[config.mk]
export PLATFORM = sky130hd
export DESIGN_NAME = txtbuf_arbiter
export DESIGN_NICKNAME = d
export VERILOG_FILES = /design/src/rtl/txtbuf_arbiter.sv
export SDC_FILE = /design/constraint.sdc
export NUM_CORES = 1
export LEC_CHECK = 0
export BUFFER_PORTS_ARGS = -buffer_cell sky130_fd_sc_hd__buf_2
export CORE_ASPECT_RATIO = 1.5
export CORE_MARGIN = 2
export CORE_UTILIZATION = 53
export CTS_BUF_LIST = sky130_fd_sc_hd__clkbuf_8
export DETAILED_ROUTE_END_ITERATION = 10
export GPL_TIMING_DRIVEN = 0
export MAX_ROUTING_LAYER = met4
export PLACE_DENSITY = 0.88
export SLEW_MARGIN = 30
export SYNTH_ARGS = -nofsm -noshare
export SYNTH_HDL_FRONTEND = slang
export SYNTH_SLANG_ARGS = --single-unit
[constraint.sdc]
create_clock -name CLOCK_50 -period 4.8 [get_ports CLOCK_50]
set_input_delay 0.96 -clock CLOCK_50 [delete_from_list [all_inputs] [get_ports CLOCK_50]]
set_output_delay 0.96 -clock CLOCK_50 [all_outputs]
set_load 0.05 [all_outputs]
[src/rtl/txtbuf_arbiter.sv]
// Text-page RAM arbiter: the video fetch always wins the single RAM port, the host
// gets idle slots, and a hardware clear fills the page with FILL when the port is free.
module txtbuf_arbiter #(
   parameter logic [15:0] ADDR_LO = 16'h0400,
   parameter logic [15:0] ADDR_HI = 16'h07F7,
   parameter logic [7:0]  FILL    = 8'hA0
) (
   input  logic        CLOCK_50,
   input  logic        reset,
   input  logic        vid_req,
   input  logic [15:0] vid_adr,
   output logic        vid_valid,
   output logic [7:0]  vid_data,
   input  logic        host_valid,
   output logic        host_ready,
   input  logic        host_we,
   input  logic [15:0] host_adr,
   input  logic [7:0]  host_wdata,
   output logic        host_rvalid,
   output logic [7:0]  host_rdata,
   output logic        host_err,
   input  logic        clr_start,
   output logic        clr_busy,
   output logic [15:0] ram_adr,
   output logic        ram_we,
   output logic [7:0]  ram_wdata,
   input  logic [7:0]  ram_rdata
);

   typedef enum logic {ST_CLEAR, ST_IDLE} state_t;

   state_t      state_q, state_d;
   logic [16:0] ptr_q, ptr_d;
   logic [15:0] ram_adr_q, ram_adr_d;
   logic        ram_we_q, ram_we_d;
   logic [7:0]  ram_wdata_q, ram_wdata_d;
   logic        vid_p1_q, vid_p1_d;
   logic        vid_oor_p1_q, vid_oor_p1_d;
   logic        vid_valid_q, vid_valid_d;
   logic        vid_oor_q, vid_oor_d;
   logic        host_rd_p1_q, host_rd_p1_d;
   logic        host_rvalid_q, host_rvalid_d;
   logic        host_err_q, host_err_d;

   logic vid_in_rng;
   logic host_in_rng;
   logic host_acc;
   logic clr_done;

   assign vid_in_rng  = (vid_adr >= ADDR_LO) && (vid_adr <= ADDR_HI);
   assign host_in_rng = (host_adr >= ADDR_LO) && (host_adr <= ADDR_HI);
   // clr_start in IDLE takes precedence, so the host must not see ready that cycle
   assign host_ready  = (state_q == ST_IDLE) && !vid_req && !clr_start;
   assign host_acc    = host_valid && host_ready;
   // pointer runs one past ADDR_HI so clr_busy stays up during the last write
   assign clr_done    = (ptr_q > {1'b0, ADDR_HI});

   always_comb begin
      state_d       = state_q;
      ptr_d         = ptr_q;
      ram_adr_d     = ram_adr_q;
      ram_we_d      = 1'b0;
      ram_wdata_d   = ram_wdata_q;
      vid_p1_d      = vid_req;
      vid_oor_p1_d  = vid_req && !vid_in_rng;
      vid_valid_d   = vid_p1_q;
      vid_oor_d     = vid_oor_p1_q;
      host_rd_p1_d  = 1'b0;
      host_rvalid_d = host_rd_p1_q;
      host_err_d    = host_acc && !host_in_rng;

      if (vid_req && vid_in_rng) begin
         ram_adr_d = vid_adr;
      end else if ((state_q == ST_CLEAR) && !clr_done) begin
         ram_adr_d   = ptr_q[15:0];
         ram_we_d    = 1'b1;
         ram_wdata_d = FILL;
         ptr_d       = ptr_q + 17'd1;
      end else if (host_acc && host_in_rng) begin
         ram_adr_d    = host_adr;
         ram_we_d     = host_we;
         host_rd_p1_d = !host_we;
         if (host_we) begin
            ram_wdata_d = host_wdata;
         end
      end

      if ((state_q == ST_CLEAR) && clr_done) begin
         state_d = ST_IDLE;
      end else if ((state_q == ST_IDLE) && clr_start) begin
         state_d = ST_CLEAR;
         ptr_d   = {1'b0, ADDR_LO};
      end
   end

   always_ff @(posedge CLOCK_50 or negedge reset) begin
      if (!reset) begin
         state_q       <= ST_CLEAR;
         ptr_q         <= {1'b0, ADDR_LO};
         ram_adr_q     <= ADDR_LO;
         ram_we_q      <= 1'b0;
         ram_wdata_q   <= 8'h00;
         vid_p1_q      <= 1'b0;
         vid_oor_p1_q  <= 1'b0;
         vid_valid_q   <= 1'b0;
         vid_oor_q     <= 1'b0;
         host_rd_p1_q  <= 1'b0;
         host_rvalid_q <= 1'b0;
         host_err_q    <= 1'b0;
      end else begin
         state_q       <= state_d;
         ptr_q         <= ptr_d;
         ram_adr_q     <= ram_adr_d;
         ram_we_q      <= ram_we_d;
         ram_wdata_q   <= ram_wdata_d;
         vid_p1_q      <= vid_p1_d;
         vid_oor_p1_q  <= vid_oor_p1_d;
         vid_valid_q   <= vid_valid_d;
         vid_oor_q     <= vid_oor_d;
         host_rd_p1_q  <= host_rd_p1_d;
         host_rvalid_q <= host_rvalid_d;
         host_err_q    <= host_err_d;
      end
   end

   // return data is taken straight off the RAM in the cycle its strobe is high
   assign vid_valid   = vid_valid_q;
   assign vid_data    = vid_valid_q ? (vid_oor_q ? FILL : ram_rdata) : 8'h00;
   assign host_rvalid = host_rvalid_q;
   assign host_rdata  = host_rvalid_q ? ram_rdata : 8'h00;
   assign host_err    = host_err_q;
   assign clr_busy    = (state_q == ST_CLEAR);
   assign ram_adr     = ram_adr_q;
   assign ram_we      = ram_we_q;
   assign ram_wdata   = ram_wdata_q;

endmodule

Yosys cells after proc, flatten, opt, wreduce, memory -nomap -nowiden
Index checks and enable logic that the tools add are counted.

operators by class
  add/sub/neg operators = 1
  multipliers = 0
  div/mod/pow operators = 0
  $lt $le $gt $ge = 5
  equal/unequal tests = 0
  shift-type cells = 0
  muxes and demuxes = 21
  bitwise gates (word level) = 2
  reduce and logical (&&, ||, !) cells = 23

operator list
  cell                   count
  $mux 17                4
  $mux 16                3
  $mux 8                 6
  $ge 16x11->1 const B   2
  $le 16x11->1 const B   2
  $add 17x1->17 const B  1
  $gt 17x11->1 const B   1
  $logic_and 1x1->1      12
  $mux 1                 8
  $logic_not 1->1        6
  $reduce_bool 2->1      3
  $reduce_and 3->1       1
  $reduce_bool 3->1      1
  $not 1->1              2

storage, ports and cells
  register bits = 50
  bits in latches = 0
  memory bits (writable) = 0
  memory bits (read-only) = 0
  output and inout bits = 46
  memories = 0

Logic depth before layout (Yosys ltp)
  depth after elaboration = 8
  depth in mapped cells = 7

Worst setup path before layout
OpenSTA, ideal clock, no wires.

  kind = input to output
  start = input vid_req
  end = output host_ready
  data arrival time = 2.036 ns
  required time = 3.840 ns
  path slack = 1.804 ns
  stages = 1
  cell sequence = nor3_1

between the ends
  word-level cells in the longest chain between the ends = 3

ends and longest elaborated chain
  element                         line  source
  start, declared                 10    input logic vid_req,
  $logic_not 1->1                 53    assign host_ready = (state_q == ST_IDLE) && !vid_req && !clr_start;
  $logic_and 1x1->1 (2 in a row)  53
  end, declared                   15    output logic host_ready,

No other way between the ends.

Worst setup path in the final report
  start = input vid_adr[7]
  end = register ram_adr_q[9], in the netlist ram_adr[9]

between the ends
  word-level cells in the longest chain between the ends = 4
  elaborated cells on any way between the ends = 6
  classes of those cells = order compare: 2; mux: 1; reduce/logical: 3

ends and longest elaborated chain
  element                                                        line  source
  start, declared                                                11    input logic [15:0] vid_adr,
  $ge 16x11->1 / $le 16x11->1 (equally long branches)            50    assign vid_in_rng = (vid_adr >= ADDR_LO) && (vid_adr <= ADDR_HI);
  $logic_and 1x1->1 *                                            50
  $logic_and 1x1->1 *                                            72    if (vid_req && vid_in_rng) begin
  $reduce_bool 3->1 (no line) / $mux 16 (equally long branches)  n/a
  end signal, assigned                                           113   ram_adr_q <= ram_adr_d;
  end, declared                                                  34    logic [15:0] ram_adr_q, ram_adr_d;

Mark *: on every way between the ends. The rest lies on a longest branch, timed or not.
A chain may end at the register's enable or synchronous reset.

==> results.sh <==
export IMPL_portBuffers=99
export IMPL_place_hpwl_um=4330
export IMPL_ant_nets=0
export IMPL_final_nets=364
export IMPL_slowest_delay_ns=0.78
export IMPL_cts_resized=0
export IMPL_min_delay_start="vid_p1_q"
export IMPL_holdWs_ns=0.373
export IMPL_crit_type="primary input to register"
export IMPL_cp_max_fo=10
export IMPL_num_rows=29
export IMPL_skew_ns=0.0107
export IMPL_synth_fp_nets=258
export IMPL_synth_flop_cell="dfrtp_1"
export IMPL_drc=0
export IMPL_track_usage_pct=25.9
export IMPL_hold_violations=0
export IMPL_place_congestion=0.949
export IMPL_cp_top_family="compound AO/OA/AOI/OAI gates"
export IMPL_crit_arrival_ns=3.06
export IMPL_vias=2102
export IMPL_slowest_stage="a211oi_1"
export IMPL_yosysMostFrequentCell="dfrtp_1"
export IMPL_path_buf_inv=2
export IMPL_start_util_pct=55.1
export IMPL_syn_inst=203
export IMPL_period_minus_slack_ns=2.82
export IMPL_synth_cell_type_count=46
export IMPL_hold_class="register to register"
export IMPL_seq_area_frac_synth_pct=54.0
export IMPL_ctsHoldBuffers=0
export IMPL_cts_sinks=50
export IMPL_min_period_over_period_pct=58.7
export IMPL_io_pins=100
export IMPL_slew_headroom_pct=41.5
export IMPL_ys_ff_latch=50
export IMPL_leakagePower_nw=1.55
export IMPL_antennaDiodeCount=0
export IMPL_cts_setup_buffers=0
export IMPL_r2r_end="ram_adr[9]"
export IMPL_setup_viol_count_final=0
export IMPL_drv_cap=0
export IMPL_r2r_start="ptr_q[0]"
export IMPL_dieHeight_um=85.0
export IMPL_clockBufferDepth=2
export IMPL_clk_pin_slew_ns=0.10
export IMPL_placed_cell_area_mm2=0.00288
export IMPL_fp_dieW_um=58.0
export IMPL_synthTopCellsByCount="dfrtp_1, and2_1, a22o_1, nand2_1"
export IMPL_antenna_found_initial=0
export IMPL_insertion_delay_ns=0.31
export IMPL_die_area_mm2=0.00493
export IMPL_path_cells="buf_2 -> nand4_1 -> o2111a_1 -> a211oi_1 -> clkbuf_1 -> a221o_1"
export IMPL_p_per_area_mw_per_mm2=377
export IMPL_startpoint_type="primary input"
export IMPL_max_freq_mhz=355
export IMPL_clockRootBuffer="clkbuf_8"
export IMPL_via_per_inst=5.90
export IMPL_drt_iter0_markers=109
export IMPL_final_area_mm2=0.00299
export IMPL_outcome="finished clean"
export IMPL_synth_top_area_share_pct=51.8
export IMPL_r2r_slack_ns=2.25
export IMPL_crit_path_end_kind="register"
export IMPL_grt_overflow=0
export IMPL_tightest_slew_ns=0.873
export IMPL_hold_depth=0
export IMPL_irDropWorstVdd_mv=0.342
export IMPL_wirelength_um=5700
export IMPL_yosys_area_top_type="dfrtp_1"
export IMPL_drive_gt1_share_pct=38.4
export IMPL_synth_area_top_cells="dfrtp_1, and2_1, a22o_1, a221o_1, dfstp_2"
export IMPL_worst_r2r_cell_count=6
export IMPL_wl_per_cell_um=16.0
export IMPL_cts_buffers_inserted=5
export IMPL_critPathRequiredTime_ns=5.05
export IMPL_grt_pass1_wl_um=9460
export IMPL_grt_max_degree=51
export IMPL_area_delta_synth_final_pct=28.9
export IMPL_rsz0062_at_grt="no"
export IMPL_synth_warning_count=0
export IMPL_grt_pass1_vias=2008
export IMPL_synth_area_mm2=0.00232
export IMPL_setup_tns_ns=0
export IMPL_hold_path_end="vid_valid"
export IMPL_report_final_slew_viol_count=0
export IMPL_first_pass_iters=4
export IMPL_core_mm2=0.00421
export IMPL_ys_async_sr_fraction_pct=100
export IMPL_postSynthAreaPerCell_um2=11.4
export IMPL_ctsHtreeMaxLevel=2
export IMPL_synth_edf_count=0
export IMPL_cts_tree="built"
final cells by class:
type	instances	area, µm²
flip-flops and latches	50	1250
fillers	324	1220
multi-input cells	144	1020
repair buffers	99	498
clock buffers	5	68.8
well taps	46	57.6
clock inverters	3	45.0
plain buffers	6	31.3
inverters	3	11.3
logic make-up (layout without fill, tap and decap cells):
| family | count (synthesis) | count (layout) | synth area share, % |
|---|---|---|---|
| muxes | 2 | 2 | 0.863 |
| buffers and inverters | 9 | 116 | 1.83 |
| adders and majority gates | 1 | 1 | 0.539 |
| DFF | 50 | 50 | 54.0 |
| and+or+nand+nor | 88 | 88 | 23.3 |
| xor gates and xnor gates | 2 | 2 | 0.755 |
| AOI/OAI and AO/OA | 51 | 51 | 18.7 |
layer usage:
| layer | GRT usage, % | share of wire [%] |
|---|---|---|
| met5 | - | 0 |
| met4 | 6.98 | 1.2 |
| met3 | 5.18 | 8.8 |
| met2 | 41.0 | 50 |
| met1 | 34.2 | 40 |
worst reg2reg max path: cells and delay by family, from the launching register on:
kind                       cells  cell delay [ns]
and+or+nand+nor                1             0.29
adders and majority gates      1             0.27
buffers and inverters          1             0.39
AOI/OAI and AO/OA              3             1.10
DFF                            1             0.45
cells in the final DEF (no fill, tap or decap), types with 2 or more instances in the layout:
master / instances
o2111a_1: 2
and4_1: 3
clkbuf_1: 3
nand4_1: 4
o211ai_1: 2
clkinvlp_4: 2
a22o_1: 13
xnor2_1: 2
o22a_1: 2
o21a_1: 4
mux2i_1: 2
nor2_1: 7
inv_1: 3
a211oi_1: 2
dfstp_2: 2
a221o_1: 7
or3_1: 3
o21ai_0: 4
nor4_2: 2
nand3_1: 7
nor4_1: 3
o31a_1: 2
and2_1: 29
or4_4: 2
a21oi_1: 6
and3_1: 3
nand2_1: 13
buf_2: 99
nand2b_1: 2
nor2b_1: 4
clkbuf_8: 5
dfrtp_1: 48
stage by stage:
stage	power [W]	util, %	setup slack [ns]	cells
after floorplan	0.000741	-	1.80	203
after global placement	0.000829	68.3	1.79	348
after detailed placement	0.000840	68.3	1.69	348
after CTS	0.00113	71.0	1.99	356
after global routing	0.00118	71.0	1.81	356
final	0.00113	71.0	1.98	356
worst max-delay path by stage:
stage,start,endpoint,slack [ns],cells past startpoint
2_1_floorplan,vid_req,host_ready,1.80,1
3_3_place_gp,vid_adr[14],ram_adr[9],1.79,6
3_5_place_dp,vid_adr[14],ram_adr[9],1.69,6
4_1_cts,vid_adr[14],ram_adr[9],1.99,6
5_1_grt,vid_adr[9],ram_adr[6],1.81,7
6_report,vid_adr[7],ram_adr[9],1.98,6
flip-flops by register name, summed over array words and instances (netlist names):
name	count
ptr_q	17
ram_adr	16
ram_wdata	8
host_err	1
host_rd_p1_q	1
host_rvalid	1
ram_we	1
state_q	1
vid_oor_d	1
vid_oor_q	1
vid_p1_q	1
vid_valid	1
power breakdown:
group	leakage [nW]	internal (W)	switching, W
Sequential	0.651	0.000474	0.0000508
Combinational	0.848	0.000102	0.000206
Clock	0.0504	0.000155	0.000140
Total	1.55	0.000731	0.000397
Power figures use the tool's default switching activity.
